## src/rtl/xix_prefix_sequencer.sv

```systemverilog
// xix_prefix_sequencer
//   Tracks the active DD/FD index prefix (last prefix wins) and runs the
//   DD/FD CB d op four-byte sequence, capturing the displacement and the CB
//   opcode. Generates the 5-bit phase count XPT/notXPT for the XIX decoders
//   and owns the CM1/CMR cycle-type flags.
//
// Handshake: nothing here is valid/ready. The fetch unit qualifies every
//   input with a one-cycle `step` strobe. When step=0 all other inputs are
//   ignored and no state changes. fetch_done marks that Data holds a
//   completed byte in that T-state.
//
// Ports:
//   CLK, notReset          clock, asynchronous active-low reset
//   step                   T-state advance strobe
//   fetch_done, Data       byte completed this T-state, and its value
//   PR_Reset_XPT           decoder: clear the phase counter
//   P2_Set_CM1/P2_Set_CMR  decoder: next cycle is an M1 fetch / an operand read
//   P2_Reset_XIX/XIY       decoder: drop the prefix
//   P2_Set_XIX4_0/XIY4_0   decoder: enter the CB-displacement sequence
//   XPT, notXPT            phase count and its registered inverse
//   is_Y                   0 = IX, 1 = IY
//   xix_enable             high in PFX; xix4_enable high in X4E
//   CM1, CMR               cycle-type flags, never both 1
//   Disp, CB_Op            captured displacement and CB opcode
//   xpt_overflow           sticky saturation flag, cleared only by reset
//   fsm_state              current sequencer state, for observation
module xix_prefix_sequencer #(
  parameter int XPT_MAX = 31
) (
  input  logic       CLK,
  input  logic       notReset,
  input  logic       step,
  input  logic       fetch_done,
  input  logic [7:0] Data,
  input  logic       PR_Reset_XPT,
  input  logic       P2_Set_CM1,
  input  logic       P2_Set_CMR,
  input  logic       P2_Reset_XIX,
  input  logic       P2_Reset_XIY,
  input  logic       P2_Set_XIX4_0,
  input  logic       P2_Set_XIY4_0,
  output logic [4:0] XPT,
  output logic [4:0] notXPT,
  output logic       is_Y,
  output logic       xix_enable,
  output logic       xix4_enable,
  output logic       CM1,
  output logic       CMR,
  output logic [7:0] Disp,
  output logic [7:0] CB_Op,
  output logic       xpt_overflow,
  output logic [2:0] fsm_state
);

  typedef enum logic [2:0] {
    NONE = 3'd0,
    PFX  = 3'd1,
    X4D  = 3'd2,
    X4O  = 3'd3,
    X4E  = 3'd4
  } state_t;

  localparam logic [4:0] XPT_TOP = 5'(XPT_MAX);

  state_t     state, state_next;
  logic       is_y_next, cm1_next, cmr_next, ovf_next;
  logic [4:0] xpt_next;
  logic [7:0] disp_next, cb_op_next;
  logic       pfx, drop, enter_x4;

  // A prefix byte only counts when it arrives in an M1 opcode fetch.
  assign pfx  = fetch_done & CM1 & ((Data == 8'hDD) | (Data == 8'hFD));
  assign drop = P2_Reset_XIX | P2_Reset_XIY;

  assign fsm_state = state;

  always_comb begin
    state_next = state;
    is_y_next  = is_Y;
    disp_next  = Disp;
    cb_op_next = CB_Op;
    cm1_next   = CM1;
    cmr_next   = CMR;
    ovf_next   = xpt_overflow;
    xpt_next   = XPT;
    enter_x4   = 1'b0;

    if (step) begin
      case (state)
        NONE: begin
          if (pfx) begin
            state_next = PFX;
            is_y_next  = Data[5];
          end
        end
        PFX: begin
          // Dropping the prefix beats entering the CB sequence, which beats
          // reloading the prefix.
          if (drop) begin
            state_next = NONE;
          end else if (P2_Set_XIY4_0) begin
            state_next = X4D;
            is_y_next  = 1'b1;
          end else if (P2_Set_XIX4_0) begin
            state_next = X4D;
            is_y_next  = 1'b0;
          end else if (pfx) begin
            is_y_next = Data[5];
          end
        end
        X4D: begin
          if (fetch_done) begin
            state_next = X4O;
            disp_next  = Data;
          end
        end
        X4O: begin
          if (fetch_done) begin
            state_next = X4E;
            cb_op_next = Data;
          end
        end
        X4E: begin
          if (drop) state_next = NONE;
        end
        default: state_next = NONE;
      endcase

      enter_x4 = (state_next != state) &&
                 ((state_next == X4D) || (state_next == X4O) || (state_next == X4E));

      if (PR_Reset_XPT || pfx) begin
        xpt_next = 5'd0;
      end else if (enter_x4) begin
        xpt_next = 5'd0;
      end else if (XPT == XPT_TOP) begin
        ovf_next = 1'b1;
      end else begin
        xpt_next = XPT + 5'd1;
      end

      // CM1: set wins over the fetch_done clear. A CMR set also clears CM1
      // so the two flags stay mutually exclusive; a CM1 set clears CMR.
      if (P2_Set_CM1) begin
        cm1_next = 1'b1;
        cmr_next = 1'b0;
      end else begin
        if (P2_Set_CMR) begin
          cm1_next = 1'b0;
          cmr_next = 1'b1;
        end else begin
          if (fetch_done && CM1) cm1_next = 1'b0;
          if (fetch_done && (state == X4O)) cmr_next = 1'b0;
        end
      end
    end
  end

  always_ff @(posedge CLK or negedge notReset) begin
    if (!notReset) begin
      state        <= NONE;
      is_Y         <= 1'b0;
      Disp         <= 8'h00;
      CB_Op        <= 8'h00;
      CM1          <= 1'b1;
      CMR          <= 1'b0;
      XPT          <= 5'd0;
      notXPT       <= 5'b11111;
      xpt_overflow <= 1'b0;
      xix_enable   <= 1'b0;
      xix4_enable  <= 1'b0;
    end else begin
      state        <= state_next;
      is_Y         <= is_y_next;
      Disp         <= disp_next;
      CB_Op        <= cb_op_next;
      CM1          <= cm1_next;
      CMR          <= cmr_next;
      XPT          <= xpt_next;
      notXPT       <= ~xpt_next;
      xpt_overflow <= ovf_next;
      // Enables come straight from flops so they cannot glitch.
      xix_enable   <= (state_next == PFX);
      xix4_enable  <= (state_next == X4E);
    end
  end

endmodule

```

## config.mk

```make
export PLATFORM = sky130hd
export DESIGN_NAME = xix_prefix_sequencer
export DESIGN_NICKNAME = d
export VERILOG_FILES = /design/src/rtl/xix_prefix_sequencer.sv
export SDC_FILE = /design/constraint.sdc
export NUM_CORES = 1
export LEC_CHECK = 0
export CAP_MARGIN = 20
export CORE_MARGIN = 2
export CORE_UTILIZATION = 40
export DETAILED_ROUTE_END_ITERATION = 8
export HOLD_SLACK_MARGIN = 0.08
export PLACE_DENSITY = 0.75
export SKIP_CTS_REPAIR_TIMING = 1
export SYNTH_ARGS = -nofsm -noshare
export SYNTH_HDL_FRONTEND = slang
export SYNTH_SLANG_ARGS = --single-unit
```

## constraint.sdc

```tcl
create_clock -name CLK -period 1.5 [get_ports CLK]
set_input_delay 0.3 -clock CLK [delete_from_list [all_inputs] [get_ports CLK]]
set_output_delay 0.3 -clock CLK [all_outputs]
set_load 0.01 [all_outputs]
```

==> metrics.md <==
| Metric | Value |
|---|---|
| Status | `complete, but fails checks` |
| Violated checks | `setup timing` |
| CTS tree | `done` |
| Finished Layout Cells | `264` |
| Max-cap violations | `0` |
| Initial DRT Pass Iterations | `6` |
| Core area | `3690 um^2` |
| Part of the power in registers | `0.381` |
| Switch share | `0.302` |
| Die Ht | `66.3 um` |
| Cell Pwr Density | `1320 nW/um^2` |
| Die W | `66.3 um` |
| Actual slew at the worst max-slew pin | `325 ps` |
| Via count | `1379` |
| GRT overflow | `0` |
| Asr flop ratio synth | `1.00` |
| Number of distinct library cells after synthesis | `44` |
| Register bit total from synthesis | `35` |
| Final WS setup | `-110 ps` |
| First-pass GRT wire length | `6580 um` |
| Hold path start | `Data[1]` |
| Hold Path End | `Disp[1]` |
| Area share of xor/xnor cells in the synthesized design | `0.0169` |
| Combinational share of power | `0.434` |
| Post-DR vias/cell | `5.22` |
| Die area | `4400 um^2` |
| Element type at the critical path end | `register` |
| Share of layout cells above drive strength 1 | `0.431` |
| Pre-CTS WS | `-452 ps` |
| Most used DFF post-synth | `dfrtp_1` |
| R2R cell count | `7` |
| Fillcell total | `230` |
| Area growth syn-to-layout | `81.2%` |
| Leading cell type in the layout, fill and taps excluded | `dlymetal6s2s_1` |
| Total negative setup slack | `-1050 ps` |
| Most frequent cells in the layout | `dlymetal6s2s_1, dfrtp_1, buf_4` |
| Post-synthesis sequential area ratio | `0.568` |
| Slowest cell on the critical path | `dfrtp_1` |
| Worst IR Drop VDD | `1.16 mV` |
| Kind of critical path | `register to register` |
| Vias in the first global route | `1447` |
| Final wirelength | `5030 um` |
| Final-report hold violation count | `0` |
| CTS HTree Levels | `2` |
| Post-route design area | `2820 um^2` |
| Final setup skew | `3.32 ps` |
| Mapped Cells | `122` |
| Largest net degree at the start of global routing | `36` |
| Fin. max-slew vios | `0` |
| DRC violations left | `0` |
| Root Buffer | `clkbuf_8` |
| Int Pwr | `2.60 mW` |
| Clk pin slew, worst setup/hold paths | `70 ps` |
| Final cell utilization of the core | `0.764` |
| Area taken by multi-input logic gates | `792 um^2` |
| First-iteration detailed-routing DRC count | `34` |
| DP Cell Count | `244` |
| Synthesized area | `1550 um^2` |
| Simple-gate share of the synthesized area | `0.134` |
| Min Hold Slack | `322 ps` |
| Switch Pwr | `1.13 mW` |
| Critical path cell sequence | `buf_6 -> nor3b_4 -> buf_4 -> a31oi_4 -> o22ai_4 -> buf_6 -> o22ai_2` |
| Mux cell area share after synthesis | `0.129` |
| P_leak | `1.60 nW` |
| Fmax | `0.621 GHz` |
| Ys Warns | `0` |
| Biggest cell delay along the critical path | `410 ps` |
| Reg2reg setup slack | `-110 ps` |
| Crit Path Max Fanout | `6` |
| Hold Path Stages | `2` |
| Total GRT Usage | `0.199` |
| Worst flop-to-flop path startpoint | `fsm_state[1]` |
| Critical path arrival | `1760 ps` |
| I/O pins | `54` |
| Port Buf Inserts | `53` |
| Initial antenna violation count | `0` |
| Post-synthesis compound-gate area fraction | `0.123` |
| Post-route ant nets | `0` |
| RSZ-0062 raised after global routing | `yes` |
| Startpoint Class | `register` |
| Synth Net Count | `142` |
| Net count, final | `235` |
| Synth Area in Adders | `0.00805` |
| EDFF count, synth | `0` |
| # setup viols final | `18` |
| Clk sinks | `35` |
| Register area | `887 um^2` |
| WP data required | `1650 ps` |
| Overall Power | `3.73 mW` |
| Main combinational cell family by area after synthesis | `simple AND/OR/NAND/NOR gates` |
| Initial core utilization | `0.421` |
| HP Class | `input port to register` |
| Syn Area/Cell | `12.7 um^2` |
| GPL Wtd Cong | `0.835` |
| Post-DP Area | `2340 um^2` |
| Final min period | `1610 ps` |
| Final clock period utilization by the worst path | `1.07` |
| Clock power frac | `0.185` |
| Worst skew pair latency | `280 ps` |
| Avg WL per Cell | `19.1 um` |
| DP HPWL | `3030 um` |
| Slew Limit Headroom | `0.782` |
| Clock buffer depth | `2` |
| Rows | `22` |
| Antenna diodes | `0` |
| CP most frequent cell | `buf_6` |
| Clock buffer count from CTS | `5` |
cell type report:
type	instances	share of cell area
clock inverter	1	0.00178
timing repair buffer	90	0.346
clock buffer	7	0.0307
inverter	3	0.00400
multi-input combinational	80	0.281
sequential	35	0.315
tap	48	0.0213
logic make-up after synthesis:
| group | Yosys count |
|---|---|
| AO/OA/AOI/OAI | 27 |
| XOR/XNOR | 3 |
| adder cells (fa/ha/maj) | 1 |
| buffers and inverters | 7 |
| flip-flops | 35 |
| multiplexers | 18 |
| AND/OR/NAND/NOR | 31 |
worst max-delay path: cells and delay by family, from the launching register on:
family / cells / cell delay (ps)
flip-flops: 1 / 410
buffers and inverters: 3 / 430
AND/OR/NAND/NOR: 1 / 200
AO/OA/AOI/OAI: 3 / 430
worst max path at each step:
stage | start | endpoint | slack (ps) | cells past startpoint
after floorplan | fsm_state[2] | Disp[0] | -50 | 3
after global placement | P2_Set_XIY4_0 | notXPT[2] | -420 | 5
after detailed placement | P2_Set_XIY4_0 | notXPT[2] | -450 | 5
after CTS | CM1 | CM1 | -250 | 2
after global routing | fsm_state[1] | register | -190 | 7
final | fsm_state[1] | register | -110 | 7
synth_stat cells, types with 2 or more instances:
cell type,instances,share of area
nand4_1,2,0.0081
nor2_1,5,0.012
a22oi_1,2,0.0097
xor2_1,2,0.011
a31oi_1,2,0.0081
o21ai_0,4,0.013
mux2i_1,2,0.013
a21oi_1,6,0.019
nor3_1,2,0.0064
inv_1,3,0.0072
dfrtp_1,29,0.47
dfstp_2,6,0.10
nand3_1,3,0.0097
nand2_1,4,0.0097
or2_2,3,0.012
mux2_2,16,0.12
buf_2,2,0.0064
and2_1,3,0.012
layer usage:
layer,GRT usage,vias up,wire length (um)
li1,-,640,-
met1,0.215,687,1920
met2,0.374,46,2860
met3,0.0307,6,198
met4,0.0918,0,59
met5,0,-,0
power by group through the flow:
| stage | Combinational (mW) | Sequential, mW | Clock [mW] |
|---|---|---|---|
| 2_1_floorplan | 0.405 | 1.55 | 0 |
| 3_3_place_gp | 1.36 | 1.40 | 0 |
| 3_5_place_dp | 1.40 | 1.43 | 0 |
| 4_1_cts | 1.41 | 1.41 | 0.703 |
| 5_1_grt | 1.72 | 1.45 | 0.752 |
| 6_report | 1.62 | 1.42 | 0.689 |
Power figures use the tool's default switching activity.
==> patch: new RTL, same flow settings <==
The output `xix_enable` loses its register stage (`xix_enable` becomes a continuous assignment).
--- a/src/rtl/xix_prefix_sequencer.sv
+++ b/src/rtl/xix_prefix_sequencer.sv
@@ -167,7 +167,6 @@
       XPT          <= 5'd0;
       notXPT       <= 5'b11111;
       xpt_overflow <= 1'b0;
-      xix_enable   <= 1'b0;
       xix4_enable  <= 1'b0;
     end else begin
       state        <= state_next;
@@ -180,10 +179,11 @@
       notXPT       <= ~xpt_next;
       xpt_overflow <= ovf_next;
       // Enables come straight from flops so they cannot glitch.
-      xix_enable   <= (state_next == PFX);
       xix4_enable  <= (state_next == X4E);
     end
   end
 
+  assign xix_enable = (state_next == PFX);
+
 endmodule
 
Formal check against the unedited RTL: not equivalent (Yosys sat finds a counterexample within 4 cycles, from zero or initial values and one cycle with notReset low).
==> patch against the unedited design <==
The run still ends with negative setup slack left. Wire length decreased by 7.1%. Clock skew rose by 11 ps. Maximum frequency shrank 24%. Worst setup slack worse by 500 ps. Power is 4.7% higher. Sequential cell count shrank 1. Clock power increased by 4.4%. Cell area increased by 4.5%. Area after synthesis is essentially flat. Critical path type is now in2out. Largest power group unchanged.
==> patch: results <==
{
  "grt_pass1_wl_um": 6600,
  "setup_viol": 32,
  "netlist_top_cells_count": "dfrtp_1, mux2_2, a21oi_1",
  "utilization_pct": 79.8,
  "dr.pass1.iters": 4,
  "netlist_top_cells_area": "dfrtp_1, mux2_2, dfstp_2",
  "setup_ws_ps": -612,
  "via_per_inst": 5.29,
  "place.gp.congestion": 0.895,
  "cp_max_fo": 3,
  "peakVddDrop_mv": 0.998,
  "crit_slowest_cell": "clkdlybuf4s50_1",
  "drive_above_1_share_pct": 49.3,
  "ys_seq_area_share_pct": 55.3,
  "p_leak_nw": 1.64,
  "clk_latency_ps": 300,
  "skew_ps": 13.9,
  "failed_checks": "negative setup slack",
  "p_int_mw": 2.69,
  "wirelength_um": 4680,
  "status": "finished, violations left",
  "grt_max_degree": 35,
  "drt_iter0_markers": 90,
  "reg2regPathDepth": 6,
  "timing.slew.headroom_pct": 74.4,
  "cp.arrival_ps": 1810,
  "postPlaceCellArea_sq_um": 2480,
  "netlist-cell-type-count": 45,
  "seqPwrFrac_pct": 35.4,
  "hpwl_um": 3000,
  "design.final.nets": 242
}
==> patch: area by class of cell <==
type / count / share of cell area (%)
multi-input cells: 81 / 30.9
repair buffers: 96 / 34.1
well taps: 48 / 2.04
flip-flops and latches: 34 / 29.3
clock buffers: 6 / 2.81
inverters: 4 / 0.510
clock inverters: 2 / 0.425
==> patch: kinds of logic (layout without fill, tap and decap cells) <==
| logic type | Yosys count | count (layout) | share of synthesized area [%] |
|---|---|---|---|
| AOI/OAI and AO/OA | 28 | 28 | 13.3 |
| xor gates and xnor gates | 1 | 1 | 0.564 |
| adders and majority gates | 1 | 1 | 0.806 |
| buffers and inverters | 10 | 108 | 2.98 |
| DFF | 34 | 34 | 55.3 |
| muxes | 18 | 18 | 13.1 |
| and+or+nand+nor | 33 | 33 | 14.0 |
==> patch: metrics by stage <==
| stage | worst slack (ps) | instances | hold WS, ps | setup TNS, ps | power (mW) |
|---|---|---|---|---|---|
| 6_report | -612 | 271 | 347 | -10260 | 3.91 |
| 5_1_grt | -677 | 271 | 361 | -12310 | 4.08 |
| 4_1_cts | -1100 | 262 | 389 | -15390 | 3.71 |
| 3_5_place_dp | -1090 | 254 | 480 | -21550 | 2.99 |
| 3_3_place_gp | -1060 | 254 | 454 | -20540 | 2.94 |
| 2_1_floorplan | -500 | 125 | 4.41 | -8120 | 2.08 |
==> patch: per-layer routing <==
layer  wire (um)  GRT usage, %
met5           0             0
met4          49          5.87
met3         266          6.64
met2        2450          32.5
met1        1910          26.1
==> patch: worst paths after layout <==
kind	from	to	slack (ps)
min in group asynchronous	notReset	asynchronous set/reset pin	380
max in group asynchronous	notReset	notXPT[2]	880
setup reg to reg	fsm_state[1]	notXPT[2]	-510
hold reg to reg	xpt_overflow	xpt_overflow	490
hold / removal	Data[3]	Disp[3]	350
setup / recovery	Data[0]	xix_enable	-610
